<file path="src/rtl/wb_stage_if.sv">
// MEM/WB-to-writeback bus.
// master: the MEM/WB pipeline register side. It drives the instruction fields and observes the
//         register-file write port, the forward record, the halt flag and the retire count.
// slave : the writeback stage. It consumes the instruction fields and drives the write port,
//         the forward record, the halt flag and the retire count.
interface wb_stage_if;
  // MEM/WB pipeline register outputs
  logic        WEN_MEM_WB;
  logic [1:0]  reg_dest_MEM_WB;
  logic [4:0]  Rt_MEM_WB;
  logic [4:0]  Rd_MEM_WB;
  logic [1:0]  mem_to_reg_MEM_WB;
  logic [31:0] result_MEM_WB;
  logic [31:0] mem_data_MEM_WB;
  logic [31:0] next_imemaddr_MEM_WB;
  logic [15:0] imm16_MEM_WB;
  logic [31:0] instruction_MEM_WB;
  logic        halt;

  // Register-file write port (combinational)
  logic        WEN;
  logic [4:0]  wsel;
  logic [31:0] wdat;

  // Late-forwarding record and status (registered)
  logic        fwd_valid;
  logic [4:0]  fwd_reg;
  logic [31:0] fwd_data;
  logic        halted;
  logic [31:0] retired;

  modport master (
    output WEN_MEM_WB, reg_dest_MEM_WB, Rt_MEM_WB, Rd_MEM_WB, mem_to_reg_MEM_WB,
           result_MEM_WB, mem_data_MEM_WB, next_imemaddr_MEM_WB, imm16_MEM_WB,
           instruction_MEM_WB, halt,
    input  WEN, wsel, wdat, fwd_valid, fwd_reg, fwd_data, halted, retired
  );

  modport slave (
    input  WEN_MEM_WB, reg_dest_MEM_WB, Rt_MEM_WB, Rd_MEM_WB, mem_to_reg_MEM_WB,
           result_MEM_WB, mem_data_MEM_WB, next_imemaddr_MEM_WB, imm16_MEM_WB,
           instruction_MEM_WB, halt,
    output WEN, wsel, wdat, fwd_valid, fwd_reg, fwd_data, halted, retired
  );
endinterface

</file>
<file path="src/rtl/wb_stage.sv">
// Writeback stage of the five-stage MIPS pipeline.
// It resolves the destination register and the write-back data from the MEM/WB register and
// drives the register-file write port. It also keeps a one-entry record of the last committed
// write for late forwarding, holds a sticky halt flag, and counts retired instructions.
// Ports:
//   CLK : pipeline clock; all state updates on the rising edge
//   RST : synchronous, active-high reset
//   wb  : wb_stage_if.slave. It carries the MEM/WB fields in, and the write port
//         (WEN/wsel/wdat), the forward record (fwd_*), halted and retired out.
module wb_stage (
  input  logic        CLK,
  input  logic        RST,
  wb_stage_if.slave   wb
);

  typedef enum logic [0:0] {StRun, StHalted} state_e;

  state_e      state_q, state_d;
  logic        fwd_valid_q, fwd_valid_d;
  logic [4:0]  fwd_reg_q, fwd_reg_d;
  logic [31:0] fwd_data_q, fwd_data_d;
  logic [31:0] retired_q, retired_d;

  logic [4:0]  wsel;
  logic [31:0] wdat;
  logic        wen;
  logic        running;

  assign running = (state_q == StRun);

  // Destination and data select
  always_comb begin
    wsel = 5'd0;
    unique case (wb.reg_dest_MEM_WB)
      2'd0:    wsel = wb.Rt_MEM_WB;
      2'd1:    wsel = wb.Rd_MEM_WB;
      2'd2:    wsel = 5'd31;
      default: wsel = 5'd0;  // reserved select; $0 is never written
    endcase

    wdat = 32'd0;
    unique case (wb.mem_to_reg_MEM_WB)
      2'd0:    wdat = wb.result_MEM_WB;
      2'd1:    wdat = wb.mem_data_MEM_WB;
      2'd2:    wdat = wb.next_imemaddr_MEM_WB;
      default: wdat = {wb.imm16_MEM_WB, 16'h0000};
    endcase
  end

  // The HALT instruction itself never writes, and nothing writes once halted or during reset.
  assign wen = wb.WEN_MEM_WB & (wsel != 5'd0) & running & ~wb.halt & ~RST;

  // Halt latch next state
  always_comb begin
    state_d = state_q;
    unique case (state_q)
      StRun:    if (wb.halt) state_d = StHalted;
      StHalted: state_d = StHalted;
      default:  state_d = StRun;
    endcase
  end

  // Forward record and retire counter next state
  always_comb begin
    fwd_valid_d = 1'b0;
    fwd_reg_d   = fwd_reg_q;
    fwd_data_d  = fwd_data_q;
    if (wen) begin
      fwd_valid_d = 1'b1;
      fwd_reg_d   = wsel;
      fwd_data_d  = wdat;
    end

    retired_d = retired_q;
    // Bubbles arrive as an all-zero instruction; the count saturates instead of wrapping.
    if ((wb.instruction_MEM_WB != 32'd0) && running && (retired_q != 32'hFFFF_FFFF)) begin
      retired_d = retired_q + 32'd1;
    end
  end

  always_ff @(posedge CLK) begin
    if (RST) begin
      state_q     <= StRun;
      fwd_valid_q <= 1'b0;
      fwd_reg_q   <= 5'd0;
      fwd_data_q  <= 32'd0;
      retired_q   <= 32'd0;
    end else begin
      state_q     <= state_d;
      fwd_valid_q <= fwd_valid_d;
      fwd_reg_q   <= fwd_reg_d;
      fwd_data_q  <= fwd_data_d;
      retired_q   <= retired_d;
    end
  end

  assign wb.WEN       = wen;
  assign wb.wsel      = wsel;
  assign wb.wdat      = wdat;
  assign wb.fwd_valid = fwd_valid_q;
  assign wb.fwd_reg   = fwd_reg_q;
  assign wb.fwd_data  = fwd_data_q;
  assign wb.halted    = (state_q == StHalted);
  assign wb.retired   = retired_q;

endmodule

</file>
<file path="src/flat_wrapper.sv">
// flat-port wrapper written by rule: the top's interface ports become plain ports
module wb_stage_flat 
  (CLK, RST, wb_WEN_MEM_WB, wb_reg_dest_MEM_WB, wb_Rt_MEM_WB, wb_Rd_MEM_WB, wb_mem_to_reg_MEM_WB, wb_result_MEM_WB, wb_mem_data_MEM_WB, wb_next_imemaddr_MEM_WB, wb_imm16_MEM_WB, wb_instruction_MEM_WB, wb_halt, wb_WEN, wb_wsel, wb_wdat, wb_fwd_valid, wb_fwd_reg, wb_fwd_data, wb_halted, wb_retired);
  wb_stage_if wb_i ();
  input  logic CLK;
  input  logic RST;
  input wire logic [$bits(wb_i.WEN_MEM_WB)-1:0] wb_WEN_MEM_WB;
  input wire logic [$bits(wb_i.reg_dest_MEM_WB)-1:0] wb_reg_dest_MEM_WB;
  input wire logic [$bits(wb_i.Rt_MEM_WB)-1:0] wb_Rt_MEM_WB;
  input wire logic [$bits(wb_i.Rd_MEM_WB)-1:0] wb_Rd_MEM_WB;
  input wire logic [$bits(wb_i.mem_to_reg_MEM_WB)-1:0] wb_mem_to_reg_MEM_WB;
  input wire logic [$bits(wb_i.result_MEM_WB)-1:0] wb_result_MEM_WB;
  input wire logic [$bits(wb_i.mem_data_MEM_WB)-1:0] wb_mem_data_MEM_WB;
  input wire logic [$bits(wb_i.next_imemaddr_MEM_WB)-1:0] wb_next_imemaddr_MEM_WB;
  input wire logic [$bits(wb_i.imm16_MEM_WB)-1:0] wb_imm16_MEM_WB;
  input wire logic [$bits(wb_i.instruction_MEM_WB)-1:0] wb_instruction_MEM_WB;
  input wire logic [$bits(wb_i.halt)-1:0] wb_halt;
  output wire logic [$bits(wb_i.WEN)-1:0] wb_WEN;
  output wire logic [$bits(wb_i.wsel)-1:0] wb_wsel;
  output wire logic [$bits(wb_i.wdat)-1:0] wb_wdat;
  output wire logic [$bits(wb_i.fwd_valid)-1:0] wb_fwd_valid;
  output wire logic [$bits(wb_i.fwd_reg)-1:0] wb_fwd_reg;
  output wire logic [$bits(wb_i.fwd_data)-1:0] wb_fwd_data;
  output wire logic [$bits(wb_i.halted)-1:0] wb_halted;
  output wire logic [$bits(wb_i.retired)-1:0] wb_retired;
  assign wb_i.WEN_MEM_WB = wb_WEN_MEM_WB;
  assign wb_i.reg_dest_MEM_WB = wb_reg_dest_MEM_WB;
  assign wb_i.Rt_MEM_WB = wb_Rt_MEM_WB;
  assign wb_i.Rd_MEM_WB = wb_Rd_MEM_WB;
  assign wb_i.mem_to_reg_MEM_WB = wb_mem_to_reg_MEM_WB;
  assign wb_i.result_MEM_WB = wb_result_MEM_WB;
  assign wb_i.mem_data_MEM_WB = wb_mem_data_MEM_WB;
  assign wb_i.next_imemaddr_MEM_WB = wb_next_imemaddr_MEM_WB;
  assign wb_i.imm16_MEM_WB = wb_imm16_MEM_WB;
  assign wb_i.instruction_MEM_WB = wb_instruction_MEM_WB;
  assign wb_i.halt = wb_halt;
  assign wb_WEN = wb_i.WEN;
  assign wb_wsel = wb_i.wsel;
  assign wb_wdat = wb_i.wdat;
  assign wb_fwd_valid = wb_i.fwd_valid;
  assign wb_fwd_reg = wb_i.fwd_reg;
  assign wb_fwd_data = wb_i.fwd_data;
  assign wb_halted = wb_i.halted;
  assign wb_retired = wb_i.retired;
  wb_stage u_core (.CLK(CLK), .RST(RST), .wb(wb_i));
endmodule
</file>
<file path="config.mk">
export PLATFORM = sky130hd
export DESIGN_NAME = wb_stage_flat
export DESIGN_NICKNAME = d
export VERILOG_FILES = /design/src/rtl/wb_stage_if.sv /design/src/rtl/wb_stage.sv /design/src/flat_wrapper.sv
export SDC_FILE = /design/constraint.sdc
export NUM_CORES = 1
export LEC_CHECK = 0
export ABC_AREA = 0
export BUFFER_PORTS_ARGS = -buffer_cell sky130_fd_sc_hd__buf_4
export CELL_PAD_IN_SITES_DETAIL_PLACEMENT = 0
export CELL_PAD_IN_SITES_GLOBAL_PLACEMENT = 2
export CORE_ASPECT_RATIO = 0.9
export CORE_UTILIZATION = 23
export DETAILED_ROUTE_END_ITERATION = 8
export MAX_ROUTING_LAYER = met4
export PLACE_DENSITY_LB_ADDON = 0.05
export SLEW_MARGIN = 20
export SYNTH_ARGS = -nofsm -noshare
export SYNTH_HDL_FRONTEND = slang
export SYNTH_SLANG_ARGS = --single-unit
</file>
<file path="constraint.sdc">
create_clock -name CLK -period 3.42 [get_ports CLK]
set_input_delay 0.684 -clock CLK [delete_from_list [all_inputs] [get_ports CLK]]
set_output_delay 0.684 -clock CLK [all_outputs]
set_load 0.01 [all_outputs]
</file>
==> flow_metrics.py <==
metrics = {
    "run_status": {
        "run_status": "complete, no violations",
    },
    "clock_tree": {
        "cts.repair_timing.setup_buffer_count": 0,
        "cts.htree.levels": 3,
        "worst_skew_pair.late_latency_ps": 330,
        "clock_pin_slew_reported_for_the_worst_setup_and_hold_paths_after_clock_tree_synthesis_ps": 50,
        "numClockSinks": 71,
        "inserted_clock_buffers": 9,
        "cts_resized": 0,
        "ctsHoldBuffers": 0,
        "clk_root_buffer_cell": "clkbuf_16",
        "cts_tree": "done",
        "cts_buffer_depth": 2,
    },
    "power_and_ir_drop": {
        "power.share.clock_pct": 42.6,
        "pwrdens_nw_per_um2": 367,
        "ir_drop_uv": 164,
        "power.static_leakage_nw": 2.76,
        "p_seq_share_pct": 36.7,
        "switching_power_summed_over_all_nets_mw": 0.595,
        "power.switching_fraction_pct": 25.0,
        "power_report.internal_total_mw": 1.78,
        "total_power_mw": 2.38,
        "combinationalPowerShare_pct": 20.7,
    },
    "timing": {
        "fin_worst_skew_ps": 9.03,
        "finalHoldViolCount": 0,
        "layout_min_cycle_time_ps": 2690,
        "worst_hold_slack_ps": 455,
        "max_clock_freq_mhz": 371,
        "setup_tns_ps": 0,
        "setup_viol": 0,
        "rsz_0062_raised_after_global_routing": "no",
        "slew_violations": 0,
        "worst_slew_pin_slew_ps": 672,
        "fin_crit_sh_pct": 78.8,
        "max-slew-margin-rel_pct": 55.1,
    },
    "global_route": {
        "grt_max_degree": 45,
        "grt_pass1_vias": 4541,
        "number_of_antenna_violations_at_the_first_check_in_global_routing": 0,
        "grt_usage_pct": 18.9,
        "grt_first_pass_wirelength_um": 24800,
        "grt_remaining_overflow": 0,
    },
    "run": {
        "maxCapViolCount": 0,
    },
    "setup_path": {
        "rr_startpoint": "u_core.wb.retired[8]",
        "cp_data_required_time_ps": 2740,
        "r2r_setup_slk_ps": 1080,
        "worst_ep_arrival_time_ps": 2010,
        "criticalPathCategory": "primary input to output port",
        "cp-start-kind": "primary input",
        "rr_endpoint": "u_core.wb.retired[27]",
        "crit_path_end_kind": "output port",
        "worst-r2r-cell-count": 5,
        "path_max_fanout": 33,
    },
    "synth": {
        "netlist_top_cells_area": "dfxtp_1 (36%), mux4_2 (9.2%), nand2_1 (6.5%)",
        "yosys_register_bits": 71,
        "syn_std_cell_area_um2": 3930,
        "post_synth_num_cell_types": 47,
        "post_synth.cell_area_avg_um2": 8.34,
        "mappedNetlistNets": 634,
        "synth_top_cell_area_share_pct": 36.2,
        "synth_ff_type": "dfxtp_1",
        "synthesis.instances": 471,
        "synth_async_sr_flop_share_pct": 0,
        "proportion_of_synthesized_chip_area_in_sequential_cells_pct": 36.2,
        "synth-edff-count": 0,
        "synthDominantAreaCellType": "dfxtp_1",
        "yosysWarningCount": 0,
    },
    "worst_hold_path": {
        "start_point_of_the_worst_min_delay_path": "u_core.wb.fwd_data[16]",
        "hold-path-cell-count": 2,
        "hold_path.class": "register to register",
        "whs_endpoint": "u_core.wb.fwd_data[16]",
    },
    "floorplan": {
        "die_x_extent_um": 140,
        "core-area_um2": 16400,
        "initial_utilization_pct": 23.9,
        "rows": 44,
        "floorplan.io_pins": 271,
        "overall_die_area_um2": 17600,
        "die_y_extent_um": 126,
    },
    "place": {
        "gp_congestion": 0.781,
        "post-dp-hpwl_um": 12500,
        "port_buffers": 270,
    },
    "detailed_routing": {
        "drc_errors": 0,
        "firstDrtPassIters": 4,
        "wl_per_cell_um": 17.1,
        "drt-total-wl_um": 16100,
        "viasPerCell": 4.82,
        "vias": 4542,
        "first_iter_violations": 171,
        "remaining_antenna_violation_count": 0,
    },
    "finish": {
        "fraction_of_layout_cells_with_a_size_suffix_above_1_pct": 45.0,
        "nNetsFinal": 894,
        "n_antenna_cell": 0,
        "synthesis_to_layout_area_growth_pct": 64.8,
    },
}
[layout make-up]
cell class,instances,area (um^2)
multi-input cells,361,2340
well taps,207,259
clock inverters,4,70.1
repair buffers,281,2110
flip-flops and latches,71,1420
clock buffers,11,243
fillers,1733,9940
inverters,7,26.3
[synthesized netlist by cell type, drive strengths merged (2+ instances only)]
cell and n:
a21oi 43, nand3b 2, mux2i 16, nand4 8
mux2 7, nand3 16, nor2b 8, or4 19
o2bb2ai 3, buf 8, dfxtp 71, nor3b 3
o211ai 3, nor4 15, o21ai 22, o21bai 3
nor2 51, nor3 22, mux4 16, o31ai 17
o41ai 2, clkbuf 24, or2 2, or3 5
inv 7, nand2 68
[metal layers]
metal,track usage (%),part of all wire [%],up-vias
li1,-,-,2262
met1,19.9,39,2105
met2,33.2,52,171
met3,7.76,9.2,4
met4,3.81,0.54,0
met5,-,0,-
[power groups by stage]
stage,Combinational [mW],Sequential (mW),Clock [mW]
final,0.492,0.872,1.01
after global routing,0.532,0.876,1.09
after CTS,0.501,0.872,1.05
after detailed placement,0.500,0.890,0
after global placement,0.499,0.889,0
after floorplan,0.181,0.902,0
[critical path, cell delays in order]
cell and delay, ps:
buf_4 400, nor2b_1 270, buf_4 250, nand2_1 70
o21ai_0 140, buf_4 190
[stage by stage]
| stage | std cells | util [%] | setup WS, ps | cell area (um^2) |
|---|---|---|---|---|
| after floorplan | 471 | - | 825 | 3930 |
| after global placement | 927 | 37.5 | 815 | 6160 |
| after detailed placement | 927 | 37.5 | 723 | 6160 |
| after CTS | 942 | 39.4 | 719 | 6470 |
| after global routing | 942 | 39.4 | 560 | 6470 |
| final | 942 | 39.4 | 726 | 6470 |
[cell usage in the layout, fill, tap and decap left out, types with 4 or more instances in the layout]
cell type / count
nor2_1: 51
nor4_1: 15
mux2i_1: 16
nand3_1: 16
dfxtp_1: 71
mux4_2: 16
clkbuf_16: 9
nor3_1: 21
a21oi_1: 43
mux2_2: 7
buf_4: 281
nor2b_1: 8
nand4_1: 7
or4_1: 17
o21ai_0: 21
inv_1: 7
or3_1: 4
o31ai_1: 17
nand2_1: 68
[worst max path at each step]
stage	from	end	slack, ps	cells after the start
after global routing	wb_mem_to_reg_MEM_WB[0]	wb_wdat[14]	560	6
after global placement	wb_mem_to_reg_MEM_WB[0]	wb_wdat[6]	820	6
final	wb_mem_to_reg_MEM_WB[0]	wb_wdat[14]	730	6
after detailed placement	wb_mem_to_reg_MEM_WB[0]	wb_wdat[14]	720	6
after CTS	wb_mem_to_reg_MEM_WB[0]	wb_wdat[14]	720	6
after floorplan	wb_reg_dest_MEM_WB[0]	wb_WEN	820	5
[cells by family (layout without fill, tap and decap cells)]
family | count (synthesis) | count (layout) | synth area share (%)
adders and majority gates | 1 | 1 | 0.319
and+or+nand+nor | 224 | 224 | 28.9
buffers and inverters | 39 | 303 | 4.40
DFF | 71 | 71 | 36.2
muxes | 39 | 39 | 15.3
AOI/OAI and AO/OA | 97 | 97 | 14.9
Power figures use the tool's default switching activity.
